`config.mk`:
```
export PLATFORM = sky130hd
export DESIGN_NAME = amns_bram_sequencer
export DESIGN_NICKNAME = d
export VERILOG_FILES = /design/src/rtl/amns_bram_sequencer_pkg.sv /design/src/rtl/amns_bram_mux.sv /design/src/rtl/amns_bram_sequencer.sv
export SDC_FILE = /design/constraint.sdc
export NUM_CORES = 1
export LEC_CHECK = 0
export ABC_AREA = 0
export BUFFER_PORTS_ARGS = -buffer_cell sky130_fd_sc_hd__buf_2
export CORE_ASPECT_RATIO = 1.1
export CORE_MARGIN = 2
export CORE_UTILIZATION = 38
export DETAILED_ROUTE_END_ITERATION = 10
export MAX_ROUTING_LAYER = met4
export PLACE_DENSITY = 0.77
export SYNTH_ARGS = -nofsm -noshare
export SYNTH_HDL_FRONTEND = slang
export SYNTH_SLANG_ARGS = --single-unit
```
`constraint.sdc`:
```
create_clock -name clock_i -period 1.5 [get_ports clock_i]
set_input_delay 0.15 -clock clock_i [delete_from_list [all_inputs] [get_ports clock_i]]
set_output_delay 0.15 -clock clock_i [all_outputs]
set_load 0.02 [all_outputs]
```
`src/rtl/amns_bram_sequencer_pkg.sv`:
```
// Shared definitions for the AMNS BRAM sequencer: FSM state type and the
// memory-map derivations reused by the top level and benches.
package amns_bram_sequencer_pkg;

    typedef enum logic [2:0] {
        StIdle,
        StLoad,
        StKick,
        StRun,
        StRd,
        StOut
    } seq_state_e;

    // Operand image is A, B, M (N*S words each) followed by N words of M_prime_0.
    function automatic int unsigned calc_load_words(input int unsigned n, input int unsigned s);
        return 3 * n * s + n;
    endfunction

    function automatic int unsigned calc_res_base(input int unsigned n, input int unsigned s);
        return 3 * n * s + n;
    endfunction

    function automatic int unsigned calc_res_words(input int unsigned n, input int unsigned s);
        return n * s;
    endfunction

    function automatic int unsigned calc_addr_w(input int unsigned n, input int unsigned s);
        return $clog2(4 * n * s + n) + 1;
    endfunction

endpackage

```
`src/rtl/amns_bram_mux.sv`:
```
// Register-free BRAM port multiplexer: the core owns the port while
// sel_core is high, otherwise the sequencer drives it.
module amns_bram_mux #(
    parameter int unsigned WORD_WIDTH = 17,
    parameter int unsigned ADDR_W     = 8
) (
    input  logic                  sel_core,
    input  logic                  seq_we,
    input  logic                  seq_en,
    input  logic [ADDR_W-1:0]     seq_addr,
    input  logic [WORD_WIDTH-1:0] seq_din,
    input  logic                  core_we,
    input  logic                  core_en,
    input  logic [ADDR_W-1:0]     core_addr,
    input  logic [WORD_WIDTH-1:0] core_din,
    output logic                  bram_we,
    output logic                  bram_en,
    output logic [ADDR_W-1:0]     bram_addr,
    output logic [WORD_WIDTH-1:0] bram_din
);

    always_comb begin
        if (sel_core) begin
            bram_we   = core_we;
            bram_en   = core_en;
            bram_addr = core_addr;
            bram_din  = core_din;
        end else begin
            bram_we   = seq_we;
            bram_en   = seq_en;
            bram_addr = seq_addr;
            bram_din  = seq_din;
        end
    end

endmodule

```
`src/rtl/amns_bram_sequencer.sv`:
```
// Loads AMNS operands into BRAM, kicks the core, then streams the result
// words back out of BRAM to the host.
module amns_bram_sequencer
    import amns_bram_sequencer_pkg::*;
#(
    parameter int unsigned WORD_WIDTH = 17,
    parameter int unsigned N          = 5,
    parameter int unsigned LAMBDA     = 2,
    parameter int unsigned S          = 4,
    localparam int unsigned ADDR_W    = calc_addr_w(N, S)
) (
    input  logic                  clock_i,
    input  logic                  reset_i,
    input  logic                  start_i,
    input  logic [WORD_WIDTH-1:0] in_data_i,
    input  logic                  in_valid_i,
    output logic                  in_ready_o,
    output logic [WORD_WIDTH-1:0] out_data_o,
    output logic                  out_valid_o,
    input  logic                  out_ready_i,
    output logic                  core_start_o,
    input  logic                  core_done_i,
    input  logic                  core_bram_we_i,
    input  logic                  core_bram_en_i,
    input  logic [ADDR_W-1:0]     core_bram_addr_i,
    input  logic [WORD_WIDTH-1:0] core_bram_din_i,
    output logic [WORD_WIDTH-1:0] core_bram_dout_o,
    output logic                  bram_we_o,
    output logic                  bram_en_o,
    output logic [ADDR_W-1:0]     bram_addr_o,
    output logic [WORD_WIDTH-1:0] bram_din_o,
    input  logic [WORD_WIDTH-1:0] bram_dout_i,
    output logic                  busy_o,
    output logic                  done_o
);

    localparam int unsigned LOAD_WORDS = calc_load_words(N, S);
    localparam int unsigned RES_BASE   = calc_res_base(N, S);
    localparam int unsigned RES_WORDS  = calc_res_words(N, S);

    // LAMBDA is carried for the core's benefit; only sanity-checked here.
    if (LAMBDA == 0) begin : g_lambda_check
        $error("LAMBDA must be nonzero");
    end

    seq_state_e            state_q, state_d;
    logic [ADDR_W-1:0]     cnt_q, cnt_d;
    logic                  have_q, have_d;
    logic [WORD_WIDTH-1:0] out_data_q;
    logic                  capture;

    logic                  sel_core;
    logic                  seq_we, seq_en;
    logic [ADDR_W-1:0]     seq_addr;
    logic [WORD_WIDTH-1:0] seq_din;

    always_ff @(posedge clock_i or posedge reset_i) begin
        if (reset_i) begin
            state_q    <= StIdle;
            cnt_q      <= '0;
            have_q     <= 1'b0;
            out_data_q <= '0;
        end else begin
            state_q <= state_d;
            cnt_q   <= cnt_d;
            have_q  <= have_d;
            if (capture) begin
                out_data_q <= bram_dout_i;
            end
        end
    end

    always_comb begin
        state_d      = state_q;
        cnt_d        = cnt_q;
        have_d       = have_q;
        capture      = 1'b0;
        in_ready_o   = 1'b0;
        out_valid_o  = 1'b0;
        core_start_o = 1'b0;
        done_o       = 1'b0;
        sel_core     = 1'b0;
        seq_we       = 1'b0;
        seq_en       = 1'b0;
        seq_addr     = '0;
        seq_din      = '0;
        unique case (state_q)
            StIdle: begin
                if (start_i) begin
                    state_d = StLoad;
                    cnt_d   = '0;
                end
            end
            StLoad: begin
                in_ready_o = 1'b1;
                if (in_valid_i) begin
                    seq_we   = 1'b1;
                    seq_en   = 1'b1;
                    seq_addr = cnt_q;
                    seq_din  = in_data_i;
                    cnt_d    = cnt_q + 1'b1;
                    if (cnt_q == ADDR_W'(LOAD_WORDS - 1)) begin
                        state_d = StKick;
                    end
                end
            end
            StKick: begin
                core_start_o = 1'b1;
                state_d      = StRun;
            end
            StRun: begin
                sel_core = 1'b1;
                if (core_done_i) begin
                    state_d = StRd;
                    cnt_d   = '0;
                end
            end
            StRd: begin
                seq_en   = 1'b1;
                seq_addr = ADDR_W'(RES_BASE) + cnt_q;
                state_d  = StOut;
            end
            StOut: begin
                // First OUT cycle latches the BRAM read data; valid follows.
                out_valid_o = have_q;
                if (!have_q) begin
                    capture = 1'b1;
                    have_d  = 1'b1;
                end else if (out_ready_i) begin
                    have_d = 1'b0;
                    if (cnt_q == ADDR_W'(RES_WORDS - 1)) begin
                        done_o  = 1'b1;
                        state_d = StIdle;
                    end else begin
                        cnt_d   = cnt_q + 1'b1;
                        state_d = StRd;
                    end
                end
            end
            default: state_d = StIdle;
        endcase
    end

    assign busy_o           = (state_q != StIdle);
    assign out_data_o       = out_data_q;
    assign core_bram_dout_o = bram_dout_i;

    amns_bram_mux #(
        .WORD_WIDTH (WORD_WIDTH),
        .ADDR_W     (ADDR_W)
    ) u_mux (
        .sel_core  (sel_core),
        .seq_we    (seq_we),
        .seq_en    (seq_en),
        .seq_addr  (seq_addr),
        .seq_din   (seq_din),
        .core_we   (core_bram_we_i),
        .core_en   (core_bram_en_i),
        .core_addr (core_bram_addr_i),
        .core_din  (core_bram_din_i),
        .bram_we   (bram_we_o),
        .bram_en   (bram_en_o),
        .bram_addr (bram_addr_o),
        .bram_din  (bram_din_o)
    );

endmodule

```
==> qor.txt <==
Post-Syn Instances: 206
CP required: 1.35 ns
GPL Wtd Cong: 0.919
Total Power: 0.00666 W
Internal: 0.00390 W
Fin crit period: 2.02 ns
Diode count: 0
Clock power share: 0.132
Max incr delay on CP: 0.43 ns
Most frequent CP cell: buf_6
Routed wl met3: 642 um
# setup viols final: 58
Initial antenna violation count: 0
Commonest cells after routing, fill and taps aside: 100 x buf_2, 55 x buf_6, 42 x buf_4
Violated checks: setup timing
Vias/cell: 5.77
Post-route cell area: 4080 sq um
Most common cell after layout, fill and taps aside: buf_2
Met1 Routed Length: 3300 um
Worst Hold Class: input port to flip-flop
Ys Warns: 0
Count of state elements after synthesis: 29
Final nets: 456
Number of synthesized flops with an enable pin: 0
Status: complete, but fails checks
Maxcap violations: 0
Post-Route WL: 9690 um
Worst-path clk slew: 0.08 ns
Share of layout cells above drive strength 1: 0.796
Core Area: 5000 sq um
Sw Share: 0.414
DP HPWL: 4780 um
H-tree levels: 2
Clk root buf: clkbuf_8
Fin Setup TNS: -18.66 ns
Worst-Skew Late Latency: 0.29 ns
Total GRT Usage: 0.286
Total CTS buffers: 5
Ys async rst share: 1.00
Top Metal Used: met4
Starting DRT DRC Count: 153
Max FO, Critical Path: 4
CTS tree: built
Routed vias: 2574
Register Area: 731 sq um
Crit path DAT: 1.87 ns
CP startpoint kind: flip-flop
Critical R2R Launch: cnt_q[7]$_DFFE_PP0P_
CTS Buffer Depth: 2
Seq pwr share: 0.196
Psw: 0.00276 W
Met2 Wirelength: 5310 um
Site row count: 27
DR pass1 iterations: 4
Vias in the first global route: 2537
Hold Vio Cnt, Final: 0
Filler cells: 269
Fin crit share: 1.34
Area of the die: 5750 sq um
Worst relative slew slack: 0.734
Largest net degree at the start of global routing: 13
Initial core utilization: 0.392
Ports: 133
Multi-input logic area: 1550 sq um
Die Height: 79.3 um
Logic pwr share: 0.673
Final Core Density: 0.815
Antenna-violating nets left: 0
Placed cell area: 2960 sq um
First-pass GRT wire length: 12500 um
PortBufs: 132
Power density over cell area: 1640 nW/um^2
HP Start: core_done_i
Final Max Tran Viols: 0
Slowest-stage cell, CP: dfrtp_1
DRC viols: 0
Crit Path Class: flip-flop to output pin
Sequential area share after synthesis: 0.370
VDD IR-drop max: 0.928 mV
Die X: 72.5 um
Worst path cell trace: ha_4, buf_6, buf_4, o21ai_0, a221o_1, buf_6
Area growth syn-to-layout: 108%
Tightest Pin Transition: 0.395 ns
Synth Flop Type: dfrtp_1
Clk sinks: 29
Unrepaired setup endpoints after global routing: yes
Post-Syn Nets: 275
Static leakage: 2.02 nW
Max Fclk: 496 MHz
Cell variety after synth: 41
Global route overflow: 0
Crit path from: cnt_q[1]$_DFFE_PP0P_
Mapped Area: 1960 sq um
Worst setup margin: -0.515 ns
Crit. End Element: output pin
WL/cell: 21.7 um
Average size of a mapped cell: 9.52 sq um
Post-Route Skew: 0.0116 ns
## logic make-up (layout without fill, tap and decap cells)
group / after synthesis / count (layout) / synth area share
and+or+nand+nor: 59 / 60 / 0.161
buffers and inverters: 38 / 218 / 0.123
muxes: 21 / 21 / 0.119
AOI/OAI and AO/OA: 57 / 58 / 0.214
DFF: 29 / 29 / 0.370
adders and majority gates: 2 / 2 / 0.0128
## final timing paths
| path | endpoint | slack [ns] | cells after the start |
|---|---|---|---|
| worst min register to register | out_data_o[10]$_DFFE_PP0P_ | 0.51 | 1 |
| worst max-delay path | bram_addr_o[2] | -0.52 | 6 |
| min in group asynchronous | state_q[0]$_DFFE_PP0P_ | 0.37 | 3 |
| worst min-delay path | state_q[1]$_DFFE_PP0P_ | 0.10 | 2 |
| max in group asynchronous | out_data_o[4]$_DFFE_PP0P_ | 0.62 | 4 |
| worst max register to register | cnt_q[7]$_DFFE_PP0P_ | -0.43 | 5 |
## power groups by stage
stage               Sequential (W)  Clock, W  Combinational [W]
finish                     0.00130  0.000879            0.00448
CTS                        0.00128  0.000865            0.00387
global placement           0.00126         0            0.00274
floorplan                  0.00157         0            0.00151
detailed placement         0.00128         0            0.00279
global route               0.00134  0.000921            0.00467
## through the flow
step | hold slack (ns) | worst slack, ns | cells
3_5_place_dp | 0.137 | -0.277 | 410
3_3_place_gp | 0.132 | -0.213 | 410
4_1_cts | 0.0873 | -0.373 | 442
2_1_floorplan | 0.228 | -0.146 | 206
5_1_grt | 0.105 | -0.569 | 446
6_report | 0.103 | -0.515 | 446
## cells in the mapped netlist (all sizes together) (3+ instances only)
cell / n / area (sq um)
buf: 29 / 208
dfrtp: 29 / 726
a22o: 18 / 158
mux2: 18 / 203
nand2: 14 / 52.6
o21ai: 12 / 60.1
nor2: 10 / 40.0
nand3: 7 / 35.0
a21oi: 6 / 30.0
a221o: 6 / 60.1
and3: 6 / 38.8
inv: 6 / 22.5
nor3: 5 / 25.0
a211oi: 4 / 30.0
nor2b: 4 / 25.0
clkbuf: 3 / 11.3
mux2i: 3 / 30.0
nand2b: 3 / 18.8
## what timing repair did
item,in CTS,in global routing
resized for setup,143,61
hold endpoints to repair,8,0
hold buffers,1,0
pin swaps,29,22
endpoints found under the setup margin,57,61
cloned,6,0
setup buffers,17,9
## metal layers
metal  vias to the layer above  global-route usage
met2                       172               0.497
met4                         0               0.100
met1                      1252               0.324
li1                       1105                   -
met5                         -                   -
met3                        45              0.0635
## worst max-delay path, delay by kind of cell, from the launching register on
kind	cells	cell delay [ns]
AOI/OAI and AO/OA	2	0.57
DFF	1	0.43
buffers and inverters	3	0.35
adders and majority gates	1	0.21
## area by class of cell
cell class / instances / area share
sequential: 29 / 0.179
inverter: 6 / 0.00675
clock inverter: 2 / 0.00921
multi-input combinational: 141 / 0.380
tap: 58 / 0.0178
clock buffer: 6 / 0.0203
timing repair buffer: 204 / 0.387
## sequential cells by signal, indices dropped and copies added, names as in the netlist
name / flops
out_data_o: 17
cnt_q: 8
state_q: 3
have_q: 1
Note: power is estimated with default switching activity, not from simulation.
